[config.mk]
export PLATFORM = sky130hd
export DESIGN_NAME = seq_scan_ctrl
export DESIGN_NICKNAME = d
export VERILOG_FILES = /design/src/rtl/seq_scan_ctrl.sv
export SDC_FILE = /design/constraint.sdc
export NUM_CORES = 1
export LEC_CHECK = 0
export ABC_AREA = 1
export BUFFER_PORTS_ARGS = -buffer_cell sky130_fd_sc_hd__buf_2
export CORE_ASPECT_RATIO = 0.5
export CORE_MARGIN = 1.5
export CORE_UTILIZATION = 49
export DETAILED_ROUTE_END_ITERATION = 8
export PLACE_DENSITY = 0.8
export SETUP_SLACK_MARGIN = 0.05
export SYNTH_ARGS = -nofsm -noshare
export SYNTH_HDL_FRONTEND = slang
export SYNTH_SLANG_ARGS = --single-unit
[constraint.sdc]
create_clock -name clk -period 1.2 [get_ports clk]
set_clock_uncertainty 0.1 [all_clocks]
set_input_delay 0.24 -clock clk [delete_from_list [all_inputs] [get_ports clk]]
set_output_delay 0.24 -clock clk [all_outputs]
set_load 0.1 [all_outputs]
[src/rtl/seq_scan_ctrl.sv]
// rtl/seq_scan_ctrl.sv - framed MSB-first "1011" scanner; SEQ_CNT_SAT_EN selects a saturating match_count
module seq_scan_ctrl #(
    parameter int W     = 8,
    parameter int CNT_W = 8
) (
    input  logic             clk,
    input  logic             rst,
    input  logic             in_valid,
    output logic             in_ready,
    input  logic [W-1:0]     in_data,
    input  logic             in_last,
    output logic             match_pulse,
    output logic [CNT_W-1:0] match_count,
    output logic             busy,
    output logic             done
);
    localparam int BW = $clog2(W);

    typedef enum logic [1:0] {IDLE, SHIFT, DONE} state_t;
    typedef enum logic [2:0] {S0, S1, S10, S101, S1011} det_t;

    state_t           state_q, state_d;
    det_t             det_q, det_d, det_step;
    logic [W-1:0]     data_q, data_d;
    logic             last_q, last_d;
    logic [BW-1:0]    bit_q, bit_d;
    logic             busy_q, busy_d;
    logic             pulse_q, pulse_d;
    logic [CNT_W-1:0] cnt_q, cnt_d, cnt_inc;
    logic             accept;
    logic             cur_bit;

    assign cur_bit = data_q[W-1];

`ifdef SEQ_CNT_SAT_EN
    assign cnt_inc = (&cnt_q) ? cnt_q : cnt_q + CNT_W'(1);
`else
    assign cnt_inc = cnt_q + CNT_W'(1);
`endif

    always_comb begin
        det_step = det_q;
        case (det_q)
            S0:      det_step = cur_bit ? S1    : S0;
            S1:      det_step = cur_bit ? S1    : S10;
            S10:     det_step = cur_bit ? S101  : S0;
            S101:    det_step = cur_bit ? S1011 : S10;
            S1011:   det_step = cur_bit ? S1    : S10;
            default: det_step = S0;
        endcase
    end

    always_comb begin
        state_d  = state_q;
        det_d    = det_q;
        data_d   = data_q;
        last_d   = last_q;
        bit_d    = bit_q;
        busy_d   = busy_q;
        pulse_d  = 1'b0;
        cnt_d    = cnt_q;
        in_ready = (state_q == IDLE);
        accept   = in_valid & in_ready;
        case (state_q)
            IDLE: begin
                if (accept) begin
                    data_d  = in_data;
                    last_d  = in_last;
                    bit_d   = '0;
                    busy_d  = 1'b1;
                    state_d = SHIFT;
                    // Detector history only survives between words of the same frame
                    if (!busy_q) begin
                        det_d = S0;
                        cnt_d = '0;
                    end
                end
            end
            SHIFT: begin
                det_d  = det_step;
                data_d = {data_q[W-2:0], 1'b0};
                bit_d  = bit_q + BW'(1);
                if (det_step == S1011) begin
                    pulse_d = 1'b1;
                    cnt_d   = cnt_inc;
                end
                if (bit_q == BW'(W - 1)) begin
                    bit_d = '0;
                    if (last_q) begin
                        state_d = DONE;
                        busy_d  = 1'b0;
                    end else begin
                        state_d = IDLE;
                    end
                end
            end
            DONE:    state_d = IDLE;
            default: state_d = IDLE;
        endcase
    end

    always_ff @(posedge clk or negedge rst) begin
        if (!rst) begin
            state_q <= IDLE;
            det_q   <= S0;
            data_q  <= '0;
            last_q  <= 1'b0;
            bit_q   <= '0;
            busy_q  <= 1'b0;
            pulse_q <= 1'b0;
            cnt_q   <= '0;
        end else begin
            state_q <= state_d;
            det_q   <= det_d;
            data_q  <= data_d;
            last_q  <= last_d;
            bit_q   <= bit_d;
            busy_q  <= busy_d;
            pulse_q <= pulse_d;
            cnt_q   <= cnt_d;
        end
    end

    assign match_pulse = pulse_q;
    assign match_count = cnt_q;
    assign busy        = busy_q;
    assign done        = (state_q == DONE);

endmodule

# ---- Word-level counts from Yosys, hierarchy flattened
# Index checks and enable logic that the tools add are counted.
dict set report classes {
  n_addsub 2
  n_mul 0
  n_div 0
  order_cmp 0
  n_eq_ne 13
  shifts 0
  mux 27
  bitwise_logic 1
  n_reduce_logical 10
}
# cell n
set ops {}
lappend ops {{2-to-1 mux 8 bit} 4}
lappend ops {{one-hot mux 8 bit (2 select lines)} 2}
lappend ops {{2-to-1 mux 3 bit} 5}
lappend ops {{one-hot mux 3 bit (2 select lines)} 2}
lappend ops {{one-hot mux 3 bit (4 select lines)} 1}
lappend ops {{2-to-1 mux 2 bit} 5}
lappend ops {{== test 3 bit, second input constant} 3}
lappend ops {{adder 8 x 1 -> 8 bit, second input constant} 1}
lappend ops {{inequality test 2 bit, second input constant} 4}
lappend ops {{AND reduction 4 bit} 2}
lappend ops {{== test 3 x 2 -> 1 bit, second input constant} 2}
lappend ops {{2-to-1 mux 1 bit} 6}
lappend ops {{AND reduction 2 bit} 3}
lappend ops {{one-hot mux 2 bit (2 select lines)} 1}
lappend ops {{adder 3 x 1 -> 3 bit, second input constant} 1}
lappend ops {{== test 3 x 1 -> 1 bit, second input constant} 1}
lappend ops {{logical NOT 3 bit} 1}
lappend ops {{AND reduction 3 bit} 1}
lappend ops {{== test 2 x 1 -> 1 bit, second input constant} 1}
lappend ops {{== test 2 bit, second input constant} 1}
lappend ops {{logical NOT 2 bit} 1}
lappend ops {{inequality test 2 x 1 -> 1 bit, second input constant} 1}
lappend ops {{one-hot mux 1 bit (2 select lines)} 1}
lappend ops {{nonzero test 2 bit} 1}
lappend ops {{other kinds (2)} 2}
dict set report totals {
  regBits 27
  latchBits 0
  ramBits 0
  rom_bits 0
  input_bits 12
  out_inout_bits 12
  wordCells 61
  memories 0
}

# ---- Longest topological paths before layout
dict set report depth {
  depth_word 6
  ltp_mapped 8
  mapped_depth_nobuf 8
}

# ---- Worst setup path before layout
# OpenSTA, ideal clock, no wires.
dict set report synth_path {
  kind {reg2reg}
  from {register state_q[0]}
  to {register last_q}
  setup_ns 0.125
  arrival_ns 2.304
  required_ns 0.975
  setup_slack_ns -1.329
  stages_incl_launch_ff 4
  path_buffers 0
  period_less_slack_ns 2.529
  path_cell_list {dfrtp_1 nor2_1 nand2_1 mux2_2}
}
dict set report synth_between {
  elab_chain_len 3
}
# element line_no
set synth_lines {}
lappend synth_lines {{start: declaration} 22} ;# state_t state_q, state_d;
lappend synth_lines {{start signal: assignment} 113} ;# state_q <= state_d;
lappend synth_lines {{logical NOT 2 bit *} 62} ;# in_ready = (state_q == IDLE);
lappend synth_lines {{via in_ready} 9} ;# output logic in_ready,
lappend synth_lines {{AND 1 bit} 63} ;# accept = in_valid & in_ready;
lappend synth_lines {{AND reduction 2 bit (no line) *} n/a}
lappend synth_lines {{end signal: assignment} 116} ;# last_q <= last_d;
lappend synth_lines {{end: declaration} 25} ;# logic last_q, last_d;
# Mark *: on every way through the listed nets, which the timed path passes. The rest lies on a longest branch.
# A chain may end at the register's enable or synchronous reset.

# ---- Worst setup path after layout
dict set report layout_path {
  from {register state_q[1]}
  to {output done}
}
dict set report layout_between {
  elab_chain_len 1
}
# element line_no
set layout_lines {}
lappend layout_lines {{== test 2 bit} 127} ;# assign done = (state_q == DONE);
lappend layout_lines {{end: declaration} 15} ;# output logic done
# Every way passes these cells.

==> results.toml <==
[run_status]
status = "complete, but fails checks"
violations = "setup timing"

[synth]
ys_warn_count = 0
synth_area_leader_cell = "dfrtp_1"
syn_inst = 163
yosysMostFrequentCell = "nand2_1"
synth_cell_types = 25
synth-main-ff-cell = "dfrtp_1"
netlist.area_leader.share_pct = 47.3
synth_area_leaders = "dfrtp_1, nand2_1, nand3_1, o21ai_0, nor2_1"
synth_edf_count = 0
async_reset_ff_share_pct = 100
synth_area_per_cell_um2 = 8.76
yosysSeqAreaShare_pct = 47.3
ys_ff_latch = 27
syn-num-nets = 178
netlist_top_cells_count = "nand2_1, dfrtp_1, nor2_1"
syn_area_um2 = 1430

[global_routing]
met3_usage_pct = 11.6
grt_pass1_wl_um = 7960
grtUsageMet1_pct = 36.1
antenna_found_initial = 0
grt_usage_pct = 35.9
grt_start_max_net_pins = 17
grt_overflow = 0
busiest_layer = "met2"
grt_use_met2_pct = 68.4
grt_pass1_vias = 1595

[routing]
drtIter0Drc = 248
drc = 0
num_vias = 1675
wirelength_um = 6310
first_pass_iters = 6
viasPerCell = 6.14
wl_per_cell_um = 23.1
detail-route-antenna-nets = 0

[setup_path]
arrival_ns = 1.22
startpoint_type = "flip-flop"
cp_max_fo = 2
cp_top_family = "flip-flops"
crit_chain = "inv_2 > buf_4 > nor2_4 > buf_12"
cp_num_buf_inv = 3
crit_type = "flip-flop to output port"
cpPeakStageDelay_ns = 0.41
end_kind = "output port"
worstPathRequired_ns = 0.86
worst_path_max_delay_cell = "dfrtp_1"

[sta]
setup_ws_ns = -0.365
min_period_ns = 1.56
timing.fmax_mhz = 639
worst_pin_slew_ns = 0.376
fin_crit_sh_pct = 130
drv_slew = 0
final_hold_viol_count = 0
fin_hold_ws_ns = 0.0903
rsz0062_at_grt = "yes"
slew_headroom_pct = 74.7
setup_violations = 38

[power_and_ir_drop]
p_int_mw = 3.45
netSwitchingPower_mw = 3.27
p_seq_share_pct = 24.8
p_leak_nw = 1.16
clkPwrFrac_pct = 8.5
power_frac_comb_pct = 66.8
power_density_nw_per_um2 = 2620
ir_drop_v = 0.00259
power_mw = 6.72
swShare_pct = 48.7

[layout]
num-nets-final = 252
filler_cell_count = 61
drive_gt1_share_pct = 68.6
syn_to_final_growth_pct = 79.9
fin_area_um2 = 2570
antenna_cells = 0

[flow_run]
drv_cap = 0

[place]
gp_congestion = 0.757
port_buffers = 23
dpl.hpwl_um = 2740
placed_cell_area_um2 = 2020

[floorplanning]
io_pins = 24
dieArea_um2 = 3270
fp.dieW_um = 79.3
fp.dieH_um = 41.2
core.rowCount = 13
coreArea_um2 = 2680
start_util_pct = 53.2

[clock_network]
clock-root-buffer = "clkbuf_8"
numClockSinks = 27
clkSlewWorstSetupHoldPaths_ns = 0.10
insertion_delay_ns = 0.30
cts_max_path_buffers = 2
numCtsBuffers = 3
h-tree-depth = 1
cts_tree = "yes"

[worst_hold_path]
hold_path_class = "primary input to flip-flop"
## worst register-to-register path, cell delays in order, from the launching register on
cell	delay, ns
dfrtp_1	0.46
inv_1	0.15
nand2_1	0.12
o21ai_2	0.26
nand2_4	0.16
inv_2	0.11
nand2_2	0.07
nand2_2	0.07
## cell families after synthesis
family,Yosys count,share of synthesized area (%)
AOI/OAI and AO/OA,31,14.5
xor gates and xnor gates,1,0.614
adders and majority gates,3,2.63
buffers and inverters,19,8.15
DFF,27,47.3
muxes,1,0.789
and+or+nand+nor,81,25.9
## path summary, 6_finish.rpt
path / from / endpoint / slack (ns) / cells after the start
worst min-delay path: in_last / last_q / 0.09 / 2
worst max register to register: det_q[2] / match_count[3] / -0.35 / 7
worst min register to register: bit_q[1] / bit_q[1] / 0.47 / 2
min in group asynchronous: rst / data_q[2] / 0.27 / 2
worst max-delay path: state_q[1] / done / -0.36 / 4
max in group asynchronous: rst / match_count[2] / 0.33 / 3
## power groups by stage
stage / Sequential, mW / Combinational (mW) / Clock, mW
3_3_place_gp: 1.59 / 2.82 / 0
2_1_floorplan: 2.07 / 1.50 / 0
4_1_cts: 1.59 / 3.70 / 0.550
5_1_grt: 1.67 / 4.62 / 0.607
6_report: 1.66 / 4.49 / 0.570
3_5_place_dp: 1.63 / 2.97 / 0
## flip-flops by register name, indices dropped and copies added (netlist names)
register	flops
data_q	8
match_count	8
bit_q	3
det_q	3
state_q	2
busy	1
last_q	1
match_pulse	1
## metal layers
metal	part of all wire, %	vias to the layer above
met2	46	169
met5	0	-
met4	7.4	0
met1	36	770
met3	11	61
li1	-	675
## area by class of cell
class | instances | area [µm²] | share of cell area (%)
Clock buffer | 3 | 41.3 | 1.61
Clock inverter | 1 | 7.51 | 0.292
Inverter | 14 | 65.1 | 2.53
Multi-Input combinational cell | 118 | 911 | 35.5
Sequential cell | 27 | 704 | 27.4
Tap cell | 37 | 46.3 | 1.80
Timing Repair Buffer | 73 | 793 | 30.9
## stage by stage
stage	util, %	setup WS [ns]	instances	TNS [ns]
4_1_cts	87.8	-0.290	267	-5.24
3_5_place_dp	75.2	-0.134	242	-1.61
2_1_floorplan	-	-0.396	163	-3.09
6_report	95.7	-0.365	273	-8.43
3_3_place_gp	75.2	-0.0384	242	-0.458
5_1_grt	95.7	-0.392	273	-9.23
## what timing repair did
action | in CTS | in global routing
gates resized for setup | 36 | 45
cloned | 2 | 1
pin swaps | 8 | 14
endpoints found under the hold margin | 27 | 0
hold buffers | 1 | 0
endpoints found under the setup margin | 38 | 39
setup buffers | 18 | 7
## layout by cell type (no fill, tap or decap), types with 2 or more instances in the layout
master	Yosys	final
buf_4	0	27
ha_2	0	2
a21oi_2	7	7
nor2_2	0	5
o21ai_2	3	14
nor2_4	0	5
buf_12	2	15
buf_6	1	16
dfrtp_2	0	5
inv_1	12	10
o21ai_1	5	5
dfrtp_4	0	6
nand3_2	0	6
inv_2	1	3
nor2_1	17	7
nand2_4	3	11
nand2_2	7	13
nand3_1	14	8
o21ai_0	13	2
clkbuf_8	0	3
buf_2	2	12
dfrtp_1	27	16
nand2_1	37	21
nand2_8	0	3
Note: power is estimated with default switching activity, not from simulation.
